**src/rtl/fip_vector_normalize_seq.sv**
```systemverilog
// Sequential fixed-point normaliser: v/|v| via exact sum of squares, bit-serial sqrt, radix-2 divide.
// Latency DIM+S+DIM*(WIDTH+FRA_BITS)+1 (zero vector: DIM+S+1); result held until i_ready. FIP_NORM_ROUND_EN selects round-half-up.
module fip_vector_normalize_seq #(
  parameter int WIDTH    = 32,
  parameter int FRA_BITS = 16,
  parameter int DIM      = 3
) (
  input  logic                 i_clk,
  input  logic                 i_rstn,
  input  logic                 i_en,
  input  logic                 i_valid,
  output logic                 o_ready,
  input  logic [DIM*WIDTH-1:0] i_vector,
  output logic                 o_valid,
  input  logic                 i_ready,
  output logic [DIM*WIDTH-1:0] o_vector,
  output logic                 o_zero
);

  localparam int ACC_W = 2*WIDTH + $clog2(DIM);
  localparam int S     = (ACC_W + 1) / 2;
  localparam int SQ_W  = 2*S;
  localparam int RW    = S + 1;
  localparam int DVD_W = WIDTH + FRA_BITS;
  localparam int CNT_W = $clog2(((S > DVD_W) ? S : DVD_W) + 1);
  localparam int EL_W  = $clog2(DIM);

  localparam logic [CNT_W-1:0] SQRT_LAST = CNT_W'(S);
  localparam logic [CNT_W-1:0] DIV_LAST  = CNT_W'(DVD_W - 1);
  localparam logic [EL_W-1:0]  EL_LAST   = EL_W'(DIM - 1);

  typedef enum logic [2:0] {
    IDLE  = 3'd0,
    SUMSQ = 3'd1,
    SQRT  = 3'd2,
    DIV   = 3'd3,
    DONE  = 3'd4
  } state_t;

  state_t                 state_q, state_d;
  logic [DIM*WIDTH-1:0]   vec_q,   vec_d;
  logic [SQ_W-1:0]        acc_q,   acc_d;
  logic [RW-1:0]          rem_q,   rem_d;
  logic [S-1:0]           root_q,  root_d;
  logic [EL_W-1:0]        elem_q,  elem_d;
  logic [CNT_W-1:0]       cnt_q,   cnt_d;
  logic [DVD_W-1:0]       dvd_q,   dvd_d;
  logic [DVD_W-1:0]       quo_q,   quo_d;
  logic [S-1:0]           drem_q,  drem_d;
  logic [DIM*WIDTH-1:0]   res_q,   res_d;
  logic                   zero_q,  zero_d;

  // Unsigned magnitude; the most-negative value maps to 2^(WIDTH-1) without overflow.
  function automatic logic [WIDTH-1:0] mag_of(input logic [WIDTH-1:0] x);
    return x[WIDTH-1] ? (~x + 1'b1) : x;
  endfunction

  logic [WIDTH-1:0]   cur_el, cur_mag, ld_mag;
  logic [EL_W-1:0]    ld_idx;
  logic [2*WIDTH-1:0] sq;
  logic [RW+1:0]      sq_rem_sh, sq_trial, sq_rem_sub;
  logic               sq_ge;
  logic [S:0]         dv_sh, dv_sub, dv_rem;
  logic               dv_ge;
  logic [DVD_W-1:0]   quo_n;
  logic [WIDTH-1:0]   q_mag, q_rnd, q_out;
`ifdef FIP_NORM_ROUND_EN
  localparam logic [WIDTH-1:0] ONE = WIDTH'(1) << FRA_BITS;
  logic               rnd_up;
`endif

  always_comb begin
    cur_el  = vec_q[int'(elem_q)*WIDTH +: WIDTH];
    cur_mag = mag_of(cur_el);
    sq      = (2*WIDTH)'(cur_mag) * (2*WIDTH)'(cur_mag);

    ld_idx = (state_q == DIV) ? elem_q + EL_W'(1) : '0;
    if (int'(ld_idx) >= DIM) ld_idx = '0;
    ld_mag = mag_of(vec_q[int'(ld_idx)*WIDTH +: WIDTH]);

    // Restoring sqrt: two radicand bits enter per step from the top of the accumulator.
    sq_rem_sh  = {rem_q, acc_q[SQ_W-1 -: 2]};
    sq_trial   = {1'b0, root_q, 2'b01};
    sq_ge      = (sq_rem_sh >= sq_trial);
    sq_rem_sub = sq_rem_sh - sq_trial;

    dv_sh  = {drem_q, dvd_q[DVD_W-1]};
    dv_ge  = (dv_sh >= {1'b0, root_q});
    dv_sub = dv_sh - {1'b0, root_q};
    dv_rem = dv_ge ? dv_sub : dv_sh;
    quo_n  = DVD_W'({quo_q, dv_ge});
    q_mag  = WIDTH'(quo_n);
`ifdef FIP_NORM_ROUND_EN
    rnd_up = ({dv_rem, 1'b0} >= {2'b00, root_q});
    q_rnd  = q_mag + {{(WIDTH-1){1'b0}}, rnd_up};
    if (q_rnd > ONE) q_rnd = ONE;
`else
    q_rnd  = q_mag;
`endif
    q_out = cur_el[WIDTH-1] ? (~q_rnd + 1'b1) : q_rnd;
  end

  always_comb begin
    state_d = state_q;
    vec_d   = vec_q;
    acc_d   = acc_q;
    rem_d   = rem_q;
    root_d  = root_q;
    elem_d  = elem_q;
    cnt_d   = cnt_q;
    dvd_d   = dvd_q;
    quo_d   = quo_q;
    drem_d  = drem_q;
    res_d   = res_q;
    zero_d  = zero_q;

    case (state_q)
      IDLE: begin
        if (i_valid) begin
          vec_d   = i_vector;
          acc_d   = '0;
          elem_d  = '0;
          res_d   = '0;
          zero_d  = 1'b0;
          state_d = SUMSQ;
        end
      end

      SUMSQ: begin
        if (i_en) begin
          acc_d = acc_q + SQ_W'(sq);
          if (elem_q == EL_LAST) begin
            cnt_d   = '0;
            rem_d   = '0;
            root_d  = '0;
            state_d = SQRT;
          end else begin
            elem_d = elem_q + EL_W'(1);
          end
        end
      end

      SQRT: begin
        if (i_en) begin
          // One extra cycle after the last root bit decides between divide and zero result.
          if (cnt_q == SQRT_LAST) begin
            if (root_q == '0) begin
              zero_d  = 1'b1;
              state_d = DONE;
            end else begin
              elem_d  = '0;
              cnt_d   = '0;
              dvd_d   = {ld_mag, {FRA_BITS{1'b0}}};
              quo_d   = '0;
              drem_d  = '0;
              state_d = DIV;
            end
          end else begin
            acc_d  = acc_q << 2;
            rem_d  = RW'(sq_ge ? sq_rem_sub : sq_rem_sh);
            root_d = {root_q[S-2:0], sq_ge};
            cnt_d  = cnt_q + CNT_W'(1);
          end
        end
      end

      DIV: begin
        if (i_en) begin
          dvd_d  = {dvd_q[DVD_W-2:0], 1'b0};
          drem_d = S'(dv_rem);
          quo_d  = quo_n;
          cnt_d  = cnt_q + CNT_W'(1);
          if (cnt_q == DIV_LAST) begin
            res_d[int'(elem_q)*WIDTH +: WIDTH] = q_out;
            if (elem_q == EL_LAST) begin
              state_d = DONE;
            end else begin
              elem_d = elem_q + EL_W'(1);
              cnt_d  = '0;
              dvd_d  = {ld_mag, {FRA_BITS{1'b0}}};
              quo_d  = '0;
              drem_d = '0;
            end
          end
        end
      end

      DONE: begin
        if (i_ready) state_d = IDLE;
      end

      default: state_d = IDLE;
    endcase
  end

  always_ff @(posedge i_clk or negedge i_rstn) begin
    if (!i_rstn) begin
      state_q <= IDLE;
      vec_q   <= '0;
      acc_q   <= '0;
      rem_q   <= '0;
      root_q  <= '0;
      elem_q  <= '0;
      cnt_q   <= '0;
      dvd_q   <= '0;
      quo_q   <= '0;
      drem_q  <= '0;
      res_q   <= '0;
      zero_q  <= 1'b0;
    end else begin
      state_q <= state_d;
      vec_q   <= vec_d;
      acc_q   <= acc_d;
      rem_q   <= rem_d;
      root_q  <= root_d;
      elem_q  <= elem_d;
      cnt_q   <= cnt_d;
      dvd_q   <= dvd_d;
      quo_q   <= quo_d;
      drem_q  <= drem_d;
      res_q   <= res_d;
      zero_q  <= zero_d;
    end
  end

  assign o_ready  = (state_q == IDLE);
  assign o_valid  = (state_q == DONE);
  assign o_vector = res_q;
  assign o_zero   = zero_q;

endmodule

```
**config.mk**
```make
export PLATFORM = sky130hd
export DESIGN_NAME = fip_vector_normalize_seq
export DESIGN_NICKNAME = d
export VERILOG_FILES = /design/src/rtl/fip_vector_normalize_seq.sv
export SDC_FILE = /design/constraint.sdc
export NUM_CORES = 2
export LEC_CHECK = 0
export ABC_AREA = 1
export CORE_MARGIN = 10
export CORE_UTILIZATION = 40
export CTS_BUF_LIST = sky130_fd_sc_hd__clkbuf_4 sky130_fd_sc_hd__clkbuf_8
export DETAILED_ROUTE_END_ITERATION = 8
export PLACE_DENSITY_LB_ADDON = 0.25
export SYNTH_ARGS = -nofsm -noshare
export SYNTH_HDL_FRONTEND = slang
export SYNTH_SLANG_ARGS = --single-unit
```
**constraint.sdc**
```tcl
create_clock -name i_clk -period 10.9 [get_ports i_clk]
set_clock_uncertainty 0.05 [all_clocks]
set_input_delay 1.635 -clock i_clk [delete_from_list [all_inputs] [get_ports i_clk]]
set_output_delay 1.635 -clock i_clk [all_outputs]
set_load 0.01 [all_outputs]
```
* Word level (Yosys, flattened, before mapping)
Cells that the tools add are included.
** Operators by class
- Bitwise gates (word level) :: 3
- Multiply operators :: 1
- Shifts and indexed selects :: 4
- Reductions and logical operators :: 18
- Equality and inequality tests :: 20
- Muxes and demuxes :: 82
- Add/sub/neg operators :: 9
- $lt $le $gt $ge :: 3
** Operators with widths (number)
- 33-bit two-way mux :: 11
- 48-bit two-way mux :: 6
- 96-bit two-way mux :: 3
- 66-bit two-way mux :: 4
- 66-bit case mux with 3 select lines :: 1
- 96-bit case mux with 2 select lines :: 1
- 96-bit by 8-bit variable part select with 32-bit output :: 2
- 31-bit two-way mux :: 6
- 34-bit two-way mux :: 5
- 33-bit case mux with 2 select lines :: 2
- 32-bit by 1-bit adder with 32-bit output (second input constant) :: 3
- 96-bit bitwise mux :: 1
- 32-bit two-way mux :: 3
- 32-bit NOT :: 3
- 48-bit case mux with 2 select lines :: 1
- 32-bit by 33-bit variable shift with 96-bit output (first input constant) :: 1
- 32-bit by 33-bit variable part select with 96-bit output :: 1
- 34-bit case mux with 2 select lines :: 1
- 66-bit by 64-bit adder with 66-bit output :: 1
- 32-bit by 32-bit multiplier with 64-bit output :: 1
- 31-bit case mux with 2 select lines :: 1
- 6-bit two-way mux :: 8
- 36-bit by 35-bit >= comparator with 1-bit output :: 1
- 34-bit by 33-bit >= comparator with 1-bit output :: 1
- other kinds (32) :: 72
** Storage, ports and cells
- Output and inout port bits :: 99
- Register bits after elaboration :: 449
- Input bits :: 101

* Depth between registers and ports, before layout
- Word-level depth :: 12
- Mapped depth :: 48
- Gate-level depth less buffers :: 45

* Worst setup path after synthesis
No wires, ideal clock.
- Path type :: register to register
- From :: reg elem_q[0]
- To :: reg acc_q[38]
- Cell stages (with the launch flop) :: 44
- Arrival :: 8.695 ns
- Buffers on the path :: 5
- Setup time :: 0.122 ns
- Required time :: 10.728 ns
- Setup slack :: 2.033 ns
- Clock period less this slack :: 8.867 ns
- Path through :: dfrtp_1 buf_6 inv_6 buf_8 nand2_1 nand3_1 o21a_1 clkbuf_1 clkbuf_1 ha_1 nand4_4 nor2_4 nand4_2 nand2_2 o211ai_1 or2_1 nand2_4 inv_2 (+8 left out) inv_1 fa_1 fa_1 fa_1 inv_1 fa_1 inv_1 ha_1 nand2_1 nor2_1 inv_1 nor4_1 nand2_1 nand3_1 a21boi_0 or2_2 nand3_1 a21oi_1
** Between the ends
- Longest elaborated chain between the ends :: 8
** RTL lines
- start, declared :: RTL line 45 : logic [EL_W-1:0] elem_q, elem_d;
- start signal, assigned :: RTL line 216 : elem_q <= elem_d;
- 96-bit by 8-bit variable part select with 32-bit output * :: RTL line 73 : cur_el = vec_q[int'(elem_q)*WIDTH +: WIDTH];
- 32-bit NOT :: RTL line 55 : return x[WIDTH-1] ? (~x + 1'b1) : x;
- 32-bit by 1-bit adder with 32-bit output :: RTL line 55
- 32-bit two-way mux * :: RTL line 55
- 32-bit by 32-bit multiplier with 64-bit output * :: RTL line 75 : sq = (2*WIDTH)'(cur_mag) * (2*WIDTH)'(cur_mag);
- 66-bit by 64-bit adder with 66-bit output * :: RTL line 131 : acc_d = acc_q + SQ_W'(sq);
- 66-bit two-way mux * :: RTL line 130 : if (i_en) begin
- 66-bit case mux with 3 select lines * :: RTL line 117 : case (state_q)
- end signal, assigned :: RTL line 200 : acc_q <= '0;
- end signal, assigned :: RTL line 213 : acc_q <= acc_d;
- end, declared :: RTL line 42 : logic [SQ_W-1:0] acc_q, acc_d;
Mark *: on every way between the ends. The rest lies on a longest branch, timed or not. The select of a mux whose other input is x is not followed.
A chain may end at the register's enable or synchronous reset.

* Final worst setup path
- From :: reg elem_q[0]
- To :: reg acc_q[36]
The elaborated chain is that of the path after synthesis.

==> key figures <==
Die
  • Die X: 399 µm
  • Die Area: 159000 µm²
  • Row cnt: 139
  • Top-Level Pins: 200
  • Initial Util: 40.2%
  • Core Region: 143000 µm²
  • Die height: 399 µm

Critical path
  • Startpoint Class: register
  • Cell mode on critical path: inv_1
  • Arrival @ worst endpoint: 10720 ps
  • CP max FO: 39
  • Crit-path slowest cell: fa_1
  • Critical path type: register to register
  • Req. time, crit path: 11490 ps
  • Crit. End Element: register
  • Slowest Stage Delay on Critical Path: 560 ps

Route
  • Average vias per placed instance: 5.15
  • Iteration-0 DRC Markers: 3484
  • First drt pass iteration count: 6
  • DRC: 0
  • Routed WL: 186000 µm
  • Avg WL per Cell: 19.8 µm
  • DRT antenna net count: 0
  • Vias: 48431

Clock tree
  • CTS tree: done
  • Hold_buf cts: 0
  • PostCTS Resize Cnt: 0
  • Htree depth: 3
  • Clk pin slew, worst setup/hold paths: 60 ps
  • CTS buffer count: 84
  • Clock Sinks: 433
  • Longest Clk Path Bufs: 3
  • Later-pin clock latency in the skew report: 770 ps
  • Post-CTS setup buffer count: 0
  • CTS Root Cell: clkbuf_8

Logic synthesis
  • Avg Cell Area, Syn: 7.91 µm²
  • Top_reg_cell synth: dfrtp_1
  • Async S/R FF share, synth: 100%
  • Synth warn: 0
  • Synthesized flop and latch total: 433
  • Mapped Area: 57500 µm²
  • Count of different cell masters after synthesis: 74
  • Synth Instances: 7271
  • Sequential area share after synthesis: 18.8%
  • EDFF count, synth: 0

Final layout
  • Synth-to-layout area growth: 10.3%
  • Most frequent cells in the layout: 1601 x inv_1, 1310 x nand2_1, 873 x fa_1
  • # nets final: 8744
  • Util after Layout: 44.3%
  • Most common cell after layout, fill and taps aside: inv_1
  • Ratio of cells with drive above 1 in the final layout: 5.64%

Global route
  • Gr usage total: 23.4%
  • GRT overflow: 0
  • First-pass GRT wire length: 292000 µm
  • Number of antenna violations at the first check in global routing: 5
  • Vias in the first global route: 50336
  • Pin count of the biggest net entering global routing: 116

Timing
  • Min Clock Period, post-route: 10130 ps
  • Fin. Hold Viols: 0
  • Slew HR: 10.2%
  • Unrepaired setup endpoints after global routing: no
  • Endpoints failing setup: 0
  • TNS Setup: 0 ps
  • Max Clock Freq: 98.7 MHz
  • Slew Limit Fails: 0
  • Worst Tran Pin Value: 1330 ps
  • Final Cycle Share: 93.0%

Hold path
  • Hold Path Class: register to register

Placement
  • Routability Congestion: 0.979
  • Dpl hpwl: 152000 µm
  • Port buffer count: 199

Status
  • Status: complete, no violations

Flow run
  • Max-cap violations: 0
[sequential cells by signal, summed over array words and instances, names as in the netlist]
register and flops:
dvd_q 32, state_q 3, o_zero 1, rem_q 34, acc_q 66, quo_q 31
elem_q 2, o_vector 96, root_q 33, vec_q 96, cnt_q 6, drem_q 33
[cell usage after synthesis (45+ instances only)]
library cell / count / share of area [%]
a21oi_1: 345 / 3.0
inv_1: 1601 / 10
nor3_1: 49 / 0.43
fa_1: 873 / 30
o22ai_1: 73 / 0.79
nor2_1: 723 / 4.7
buf_2: 77 / 0.67
nand2_1: 1313 / 8.6
nand4_1: 45 / 0.49
o21ai_0: 426 / 3.7
inv_2: 53 / 0.35
clkbuf_1: 119 / 0.78
dfrtp_1: 433 / 19
nand3_1: 277 / 2.4
xor2_1: 65 / 0.99
ha_1: 333 / 7.2
[metrics by stage]
step                setup WS (ps)  hold slack (ps)  cells  instance area, µm²
floorplan                    2030              394   7294               57600
global placement              872              409   9254               61500
detailed placement            811              411   9254               61500
CTS                           813              429   9406               63400
global route                  109              446   9408               63400
finish                        767              428   9411               63400
[area by class of cell]
cell class / count / area, µm²
clock inverter: 20 / 203
sequential: 433 / 10800
inverter: 1665 / 6260
timing repair buffer: 293 / 2700
multi-input combinational: 4960 / 39400
clock buffer: 132 / 1630
antenna: 5 / 12.5
fill: 14564 / 79700
tap: 1903 / 2380
[critical path, delay by kind of cell, from the launching register on]
family          cells  cell delay, ps
fa+ha+maj           9            4410
simple gates       15            2060
buf+inv            13            1630
compound gates      6            1430
flops               1             420
[metal layers]
metal	vias up	wire, µm	track usage [%]	part of all wire (%)
met5	-	0	0	0
met4	0	7860	8.74	4.2
met3	348	10800	3.23	5.8
met2	1498	88300	39.2	47
met1	24041	79500	30.6	43
li1	22544	-	-	-
[worst paths after layout]
path / startpoint / endpoint / slack (ps) / cells after the start
worst max-delay path: elem_q[0] / acc_q[36] / 770 / 43
worst min-delay path: dvd_q[33] / dvd_q[33] / 430 / 2
worst max register to register: elem_q[0] / acc_q[36] / 770 / 43
worst min register to register: dvd_q[33] / dvd_q[33] / 430 / 2
max in group asynchronous: i_rstn / o_vector[13] / 7540 / 3
min in group asynchronous: i_rstn / vec_q[76] / 850 / 1
[kinds of logic after synthesis]
| logic type | share of synthesized area [%] |
|---|---|
| buffers and inverters | 12.9 |
| muxes | 0.0174 |
| xor gates and xnor gates | 1.48 |
| other | 0.0131 |
| AOI/OAI and AO/OA | 10.5 |
| DFF | 18.8 |
| and+or+nand+nor | 18.6 |
| adders and majority gates | 37.6 |
Power is not shown: default switching activity piles up to over one toggle a cycle in this logic, so the estimate is an artifact.
